**src/rtl/gesture_pkg.sv**
```systemverilog
// Shared types for the hood power controller: state encoding and default widths.
// Bit 1 of the state is power_state and bit 0 marks an open gesture window.
package gesture_pkg;

  localparam int SEC_W_DEF = 4;

  typedef enum logic [1:0] {
    OFF      = 2'b00,
    OFF_WAIT = 2'b01,
    ON       = 2'b10,
    ON_WAIT  = 2'b11
  } state_t;

  function automatic logic is_on(input state_t s);
    return s[1];
  endfunction

  function automatic logic is_wait(input state_t s);
    return s[0];
  endfunction

endpackage

```
**src/rtl/gesture_window_timer.sv**
```systemverilog
// Seconds countdown window: load starts a T-second window, run keeps it counting.
// With run low and no load the counters clear, so sec_left reads 0 while idle.
module gesture_window_timer
  import gesture_pkg::*;
#(
  parameter int CYCLES_PER_SEC = 100000000,
  parameter int SEC_W          = SEC_W_DEF
) (
  input  logic             clk,
  input  logic             reset,
  input  logic             load,
  input  logic             run,
  input  logic [SEC_W-1:0] t,
  output logic [SEC_W-1:0] sec_left,
  output logic             expire
);

  localparam int TICK_W = (CYCLES_PER_SEC > 1) ? $clog2(CYCLES_PER_SEC) : 1;
  localparam logic [TICK_W-1:0] TICK_MAX  = TICK_W'(CYCLES_PER_SEC - 1);
  localparam logic [TICK_W-1:0] TICK_ZERO = {TICK_W{1'b0}};
  localparam logic [TICK_W-1:0] TICK_ONE  = {{(TICK_W-1){1'b0}}, 1'b1};
  localparam logic [SEC_W-1:0]  SEC_ZERO  = {SEC_W{1'b0}};
  localparam logic [SEC_W-1:0]  SEC_ONE   = {{(SEC_W-1){1'b0}}, 1'b1};

  logic [TICK_W-1:0] tick_r;
  logic [SEC_W-1:0]  sec_r;

  // Expiry is the final cycle of the window; the owner decides what to do with it.
  assign expire   = (tick_r == TICK_ZERO) && (sec_r == SEC_ONE);
  assign sec_left = sec_r;

  // Tick and seconds counters.
  always_ff @(posedge clk or negedge reset) begin
    if (!reset) begin
      tick_r <= TICK_ZERO;
      sec_r  <= SEC_ZERO;
    end else if (load) begin
      tick_r <= TICK_MAX;
      sec_r  <= t;
    end else if (run) begin
      if (tick_r != TICK_ZERO) begin
        tick_r <= tick_r - TICK_ONE;
      end else if (sec_r != SEC_ONE) begin
        tick_r <= TICK_MAX;
        sec_r  <= sec_r - SEC_ONE;
      end else begin
        tick_r <= tick_r;
        sec_r  <= sec_r;
      end
    end else begin
      tick_r <= TICK_ZERO;
      sec_r  <= SEC_ZERO;
    end
  end

endmodule

```
**src/rtl/gesture_power_fsm.sv**
```systemverilog
// Hood power controller: left-then-right powers on, right-then-left powers off,
// and a long press of power_key toggles power regardless of state.
module gesture_power_fsm
  import gesture_pkg::*;
#(
  parameter int CYCLES_PER_SEC      = 100000000,
  parameter int DEFAULT_TIMEOUT_SEC = 5,
  parameter int LONG_PRESS_CYCLES   = 300000000,
  parameter int SEC_W               = SEC_W_DEF
) (
  input  logic             clk,
  input  logic             reset,
  input  logic             left_key,
  input  logic             right_key,
  input  logic             power_key,
  input  logic [SEC_W-1:0] timeout_sel,
  output logic             power_state,
  output logic             gesture_active,
  output logic [SEC_W-1:0] countdown_sec,
  output logic             power_on_pulse,
  output logic             power_off_pulse
);

  localparam int HOLD_W = (LONG_PRESS_CYCLES > 1) ? $clog2(LONG_PRESS_CYCLES) : 1;
  localparam logic [HOLD_W-1:0] HOLD_MAX  = HOLD_W'(LONG_PRESS_CYCLES - 1);
  localparam logic [HOLD_W-1:0] HOLD_ZERO = {HOLD_W{1'b0}};
  localparam logic [HOLD_W-1:0] HOLD_ONE  = {{(HOLD_W-1){1'b0}}, 1'b1};
  localparam logic [SEC_W-1:0]  SEC_ZERO  = {SEC_W{1'b0}};
  localparam logic [SEC_W-1:0]  DEF_SEC   = SEC_W'(DEFAULT_TIMEOUT_SEC);

  state_t            state_r;
  state_t            state_nxt_s;
  logic              left_d_r;
  logic              right_d_r;
  logic [HOLD_W-1:0] hold_cnt_r;
  logic              hold_done_r;
  logic              on_pulse_r;
  logic              off_pulse_r;
  logic              left_rise_s;
  logic              right_rise_s;
  logic              long_fire_s;
  logic              load_s;
  logic              run_s;
  logic              on_pulse_s;
  logic              off_pulse_s;
  logic [SEC_W-1:0]  win_len_s;
  logic [SEC_W-1:0]  sec_left_s;
  logic              expire_s;

  assign left_rise_s  = left_key & ~left_d_r;
  assign right_rise_s = right_key & ~right_d_r;
  assign win_len_s    = (timeout_sel == SEC_ZERO) ? DEF_SEC : timeout_sel;
  assign run_s        = is_wait(state_nxt_s);

  // A toggle right after any pulse waits one cycle so pulses never sit back to back.
  assign long_fire_s = power_key & ~hold_done_r & (hold_cnt_r == HOLD_MAX)
                     & ~on_pulse_r & ~off_pulse_r;

  gesture_window_timer #(
    .CYCLES_PER_SEC (CYCLES_PER_SEC),
    .SEC_W          (SEC_W)
  ) u_timer (
    .clk      (clk),
    .reset    (reset),
    .load     (load_s),
    .run      (run_s),
    .t        (win_len_s),
    .sec_left (sec_left_s),
    .expire   (expire_s)
  );

  // Next-state and pulse decode; long press beats gestures, completion beats expiry.
  always_comb begin
    state_nxt_s = state_r;
    load_s      = 1'b0;
    on_pulse_s  = 1'b0;
    off_pulse_s = 1'b0;
    if (long_fire_s) begin
      if (is_on(state_r)) begin
        state_nxt_s = OFF;
        off_pulse_s = 1'b1;
      end else begin
        state_nxt_s = ON;
        on_pulse_s  = 1'b1;
      end
    end else begin
      case (state_r)
        OFF: begin
          if (left_rise_s && !right_rise_s) begin
            state_nxt_s = OFF_WAIT;
            load_s      = 1'b1;
          end else begin
            state_nxt_s = OFF;
          end
        end
        OFF_WAIT: begin
          if (right_rise_s) begin
            state_nxt_s = ON;
            on_pulse_s  = 1'b1;
          end else if (left_rise_s) begin
            state_nxt_s = OFF_WAIT;
            load_s      = 1'b1;
          end else if (expire_s) begin
            state_nxt_s = OFF;
          end else begin
            state_nxt_s = OFF_WAIT;
          end
        end
        ON: begin
          if (right_rise_s && !left_rise_s) begin
            state_nxt_s = ON_WAIT;
            load_s      = 1'b1;
          end else begin
            state_nxt_s = ON;
          end
        end
        ON_WAIT: begin
          if (left_rise_s) begin
            state_nxt_s = OFF;
            off_pulse_s = 1'b1;
          end else if (right_rise_s) begin
            state_nxt_s = ON_WAIT;
            load_s      = 1'b1;
          end else if (expire_s) begin
            state_nxt_s = ON;
          end else begin
            state_nxt_s = ON_WAIT;
          end
        end
        default: begin
          state_nxt_s = OFF;
        end
      endcase
    end
  end

  // State, pulse and key-edge registers.
  always_ff @(posedge clk or negedge reset) begin
    if (!reset) begin
      state_r     <= OFF;
      on_pulse_r  <= 1'b0;
      off_pulse_r <= 1'b0;
      left_d_r    <= 1'b0;
      right_d_r   <= 1'b0;
    end else begin
      state_r     <= state_nxt_s;
      on_pulse_r  <= on_pulse_s;
      off_pulse_r <= off_pulse_s;
      left_d_r    <= left_key;
      right_d_r   <= right_key;
    end
  end

  // Long-press counter; hold_done leaves reset set so a key held through reset must be released first.
  always_ff @(posedge clk or negedge reset) begin
    if (!reset) begin
      hold_cnt_r  <= HOLD_ZERO;
      hold_done_r <= 1'b1;
    end else if (!power_key) begin
      hold_cnt_r  <= HOLD_ZERO;
      hold_done_r <= 1'b0;
    end else if (long_fire_s) begin
      hold_cnt_r  <= hold_cnt_r;
      hold_done_r <= 1'b1;
    end else if (!hold_done_r && (hold_cnt_r != HOLD_MAX)) begin
      hold_cnt_r  <= hold_cnt_r + HOLD_ONE;
      hold_done_r <= 1'b0;
    end else begin
      hold_cnt_r  <= hold_cnt_r;
      hold_done_r <= hold_done_r;
    end
  end

  assign power_state     = is_on(state_r);
  assign gesture_active  = is_wait(state_r);
  assign countdown_sec   = sec_left_s;
  assign power_on_pulse  = on_pulse_r;
  assign power_off_pulse = off_pulse_r;

endmodule
```
**config.mk**
```make
export PLATFORM = sky130hd
export DESIGN_NAME = gesture_power_fsm
export DESIGN_NICKNAME = d
export VERILOG_FILES = /design/src/rtl/gesture_pkg.sv /design/src/rtl/gesture_window_timer.sv /design/src/rtl/gesture_power_fsm.sv
export SDC_FILE = /design/constraint.sdc
export NUM_CORES = 1
export LEC_CHECK = 0
export CAP_MARGIN = 20
export CORE_MARGIN = 2
export CORE_UTILIZATION = 50
export CTS_BUF_LIST = sky130_fd_sc_hd__clkbuf_8
export CTS_CLUSTER_DIAMETER = 200
export DETAILED_ROUTE_END_ITERATION = 10
export GPL_TIMING_DRIVEN = 0
export MAX_ROUTING_LAYER = met4
export PLACE_DENSITY = 0.77
export SYNTH_ARGS = -nofsm -noshare
export SYNTH_HDL_FRONTEND = slang
export SYNTH_SLANG_ARGS = --single-unit
```
**constraint.sdc**
```tcl
create_clock -name clk -period 2.3 [get_ports clk]
set_clock_uncertainty 0.1 [all_clocks]
set_input_delay 0.345 -clock clk [delete_from_list [all_inputs] [get_ports clk]]
set_output_delay 0.345 -clock clk [all_outputs]
set_load 0.02 [all_outputs]
```
==> results.yml <==
floorplanning:
  rows: 32
  io_pins: 17
  dieWidth_um: 91.9
  die_height_um: 91.9
  coreArea_um2: 7610
  start_util_pct: 50.8
  die_area_um2: 8450
global_route:
  met3_usage_pct: 4.68
  overflow: 0
  antenna_found_initial: 0
  use_met2_pct: 37.1
  grt_pass1_wl_um: 14900
  grt_start_max_net_pins: 68
  track_usage_pct: 22.6
  first_global_vias: 3157
  top_usage_layer: "met2"
  met1_usage_pct: 28.7
logic_synthesis:
  synth_nets: 405
  synthFlopType: "dfrtp_1"
  async_reset_ff_share_pct: 100
  yosysTopAreaCell: "dfrtp_1"
  synth_most_common_cell: "dfrtp_1"
  synth_seq_cells: 67
  synth_edf_count: 0
  ys_seq_area_share_pct: 43.4
  synth_area_um2: 3870
  syn_area_per_cell_um2: 9.89
  yosysUniqueCellTypes: 61
  synth_top_area_share_pct: 42.7
  ys_top_cells_by_area: "dfrtp_1 43%, xor2_1 4.1%, nor2_1 4.0%, nand2_1 2.9%, xnor2_1 2.5%"
  synth_commonest_cells: "66 x dfrtp_1, 41 x nor2_1, 30 x nand2_1"
  ys_warn_count: 0
  syn_inst: 391
timing:
  drv_slew: 0
  post-route-period-util_pct: 102
  grt_setup_unrepaired: "true"
  layout_setup_ws_ns: -0.0452
  period_needed_ns: 2.35
  slew_headroom_pct: 42.4
  worst_pin_slew_ns: 0.865
  max_freq_ghz: 0.426
  fin_hold_ws_ns: 0.00134
  setup_violations: 1
  hold_viol_final: 0
route:
  first_pass_iters: 5
  num_vias: 3265
  vias_per_cell: 5.99
  first_iter_violations: 153
  route.detailed.drc: 0
  wl_um: 9120
  wl_per_cell_um: 16.7
  ant_nets: 0
job:
  drv_cap: 0
pwr:
  power_uw: 4610
  ir_worst_vdd_uv: 714
  p_seq_share_pct: 36.8
  power_leakage_uw: 0.00194
  pwr-share-comb_pct: 45.0
  p_per_area_nw_per_um2: 986
  switching_share_pct: 40.4
  power.internal_uw: 2750
  p_switching_uw: 1860
  clkPwrFrac_pct: 18.2
place:
  hpwlAfterDp_um: 5590
  port_buffers: 16
  routabilityCongestion: 0.795
clocking:
  cts_root_buf: "clkbuf_8"
  cts_buffers: 9
  tritoncts: "built"
  worstSkewPairLatency_ns: 0.34
  cts_sinks: 67
  clk_path_buf_depth: 2
  hold_buffers: 0
  clkTransAtPathRegs_ns: 0.08
  htreeDepth: 3
cells_and_area:
  nets: 453
  synthToLayoutAreaGrowth_pct: 21.0
  final_util_pct: 61.5
  layout-drive-gt1-share_pct: 21.7
  n_antenna_cell: 0
  fill_cells: 642
critical_path:
  r2r_start: "u_timer.tick_r[0]"
  end_kind: "register"
  cp-start-kind: "register"
  r2r_end: "u_timer.sec_left[2]"
  cp.required_ns: 2.45
  regToRegSetupSlack_ns: -0.05
  cp_data_arrival_time_ns: 2.49
  cp_max_fo: 4
  crit_type: "reg2reg"
  reg2reg_depth: 8
worst_hold_path:
  worst_hold_path_type: "in2async"
run_status:
  violations: "negative setup slack"
  status: "finished with violations"
## critical path: stages, from the launching register on
cell and delay, ns:
dfrtp_1 0.40, inv_2 0.08, ha_1 0.14, or4b_4 0.49, nor4_4 0.33, buf_4 0.19, a21oi_2 0.09, and2_4 0.19
a221oi_2 0.25
## kinds of logic (layout without fill, tap and decap cells)
kind of cell,after synthesis,count (layout),share of synthesized area (%)
simple gates,195,196,30.6
compound gates,69,69,13.1
flops,67,67,43.4
xor+xnor,29,29,6.57
buf+inv,21,72,3.37
fa+ha+maj,5,5,1.62
mux,5,5,1.29
## cell usage in the layout (no fill, tap or decap), types with 4 or more instances in the layout
master and count:
or3_1 7, or4_1 7, o31ai_2 4, xnor2_1 11, nor3_1 17, clkbuf_8 10, o21ai_0 8, buf_4 16
o31ai_1 4, nor4_2 4, inv_1 8, nor4_4 8, xor2_1 18, o21ai_1 5, clkbuf_1 5, mux2i_1 5
nand2_1 29, buf_12 4, o21ai_2 10, buf_6 4, o211ai_1 6, nor2_1 41, nand3_1 19, clkdlybuf4s50_1 15
dfrtp_1 64, a21boi_0 4, and3_1 5, nand2b_1 9, nor4_1 6, nand4_1 9, a21oi_1 11, ha_1 5
## worst max-delay path by stage
stage,start,to,slack [ns],cells after the start
after floorplan,u_timer.sec_left[1],u_timer.tick_r[15],0.1,8
after global placement,reset,u_timer.tick_r[21],-1.44,1
after detailed placement,power_key,u_timer.tick_r[15],-0.32,7
after CTS,u_timer.tick_r[0],u_timer.tick_r[15],-0.03,9
after global routing,u_timer.tick_r[0],u_timer.sec_left[2],-0.14,8
final,u_timer.tick_r[0],u_timer.sec_left[2],-0.05,8
## routing by layer
layer / vias up / wire [um]
li1: 1536 / -
met1: 1639 / 4020
met2: 82 / 4690
met3: 8 / 303
met4: 0 / 101
met5: - / 0
## power by group through the flow
stage	clock network, uW	registers [uW]	logic [uW]
2_1_floorplan	0	1680	1280
3_3_place_gp	0	1660	1690
3_5_place_dp	0	1670	1740
4_1_cts	867	1660	1820
5_1_grt	916	1740	2250
6_report	842	1700	2080
## flip-flops by register name, indices dropped and copies added (netlist names)
register,count
power_off_pulse,1
u_timer.sec_left,4
hold_cnt_r,29
hold_done_r,1
power_on_pulse,1
state_r,2
left_d_r,1
right_d_r,1
u_timer.tick_r,27
## area by class of cell
class                      count  area [um^2]  area share, %
multi-input combinational    304         2190           46.8
sequential                    67         1680           35.9
timing repair buffer          36          360           7.70
clock buffer                  10          138           2.94
buffer                        13          131           2.81
tap                          102          128           2.73
inverter                       8         30.0          0.642
clock inverter                 5         22.5          0.481
## stage by stage
stage                     area, um^2  TNS, ns  setup slack [ns]  cells
after floorplan                 3870        0            0.0954    391
after global placement          4150  -105.82             -1.44    509
after detailed placement        4150    -9.27            -0.323    509
after CTS                       4420  -0.0256           -0.0256    529
after global routing            4680   -0.713            -0.142    545
final                           4680  -0.0452           -0.0452    545
## what timing repair did
item / CTS / global route
buffers inserted: 4 / 12
gates resized for setup: 11 / 25
gates cloned: 1 / 4
pin swaps: 4 / 10
setup endpoints to repair: 40 / 44
Power figures use the tool's default switching activity.
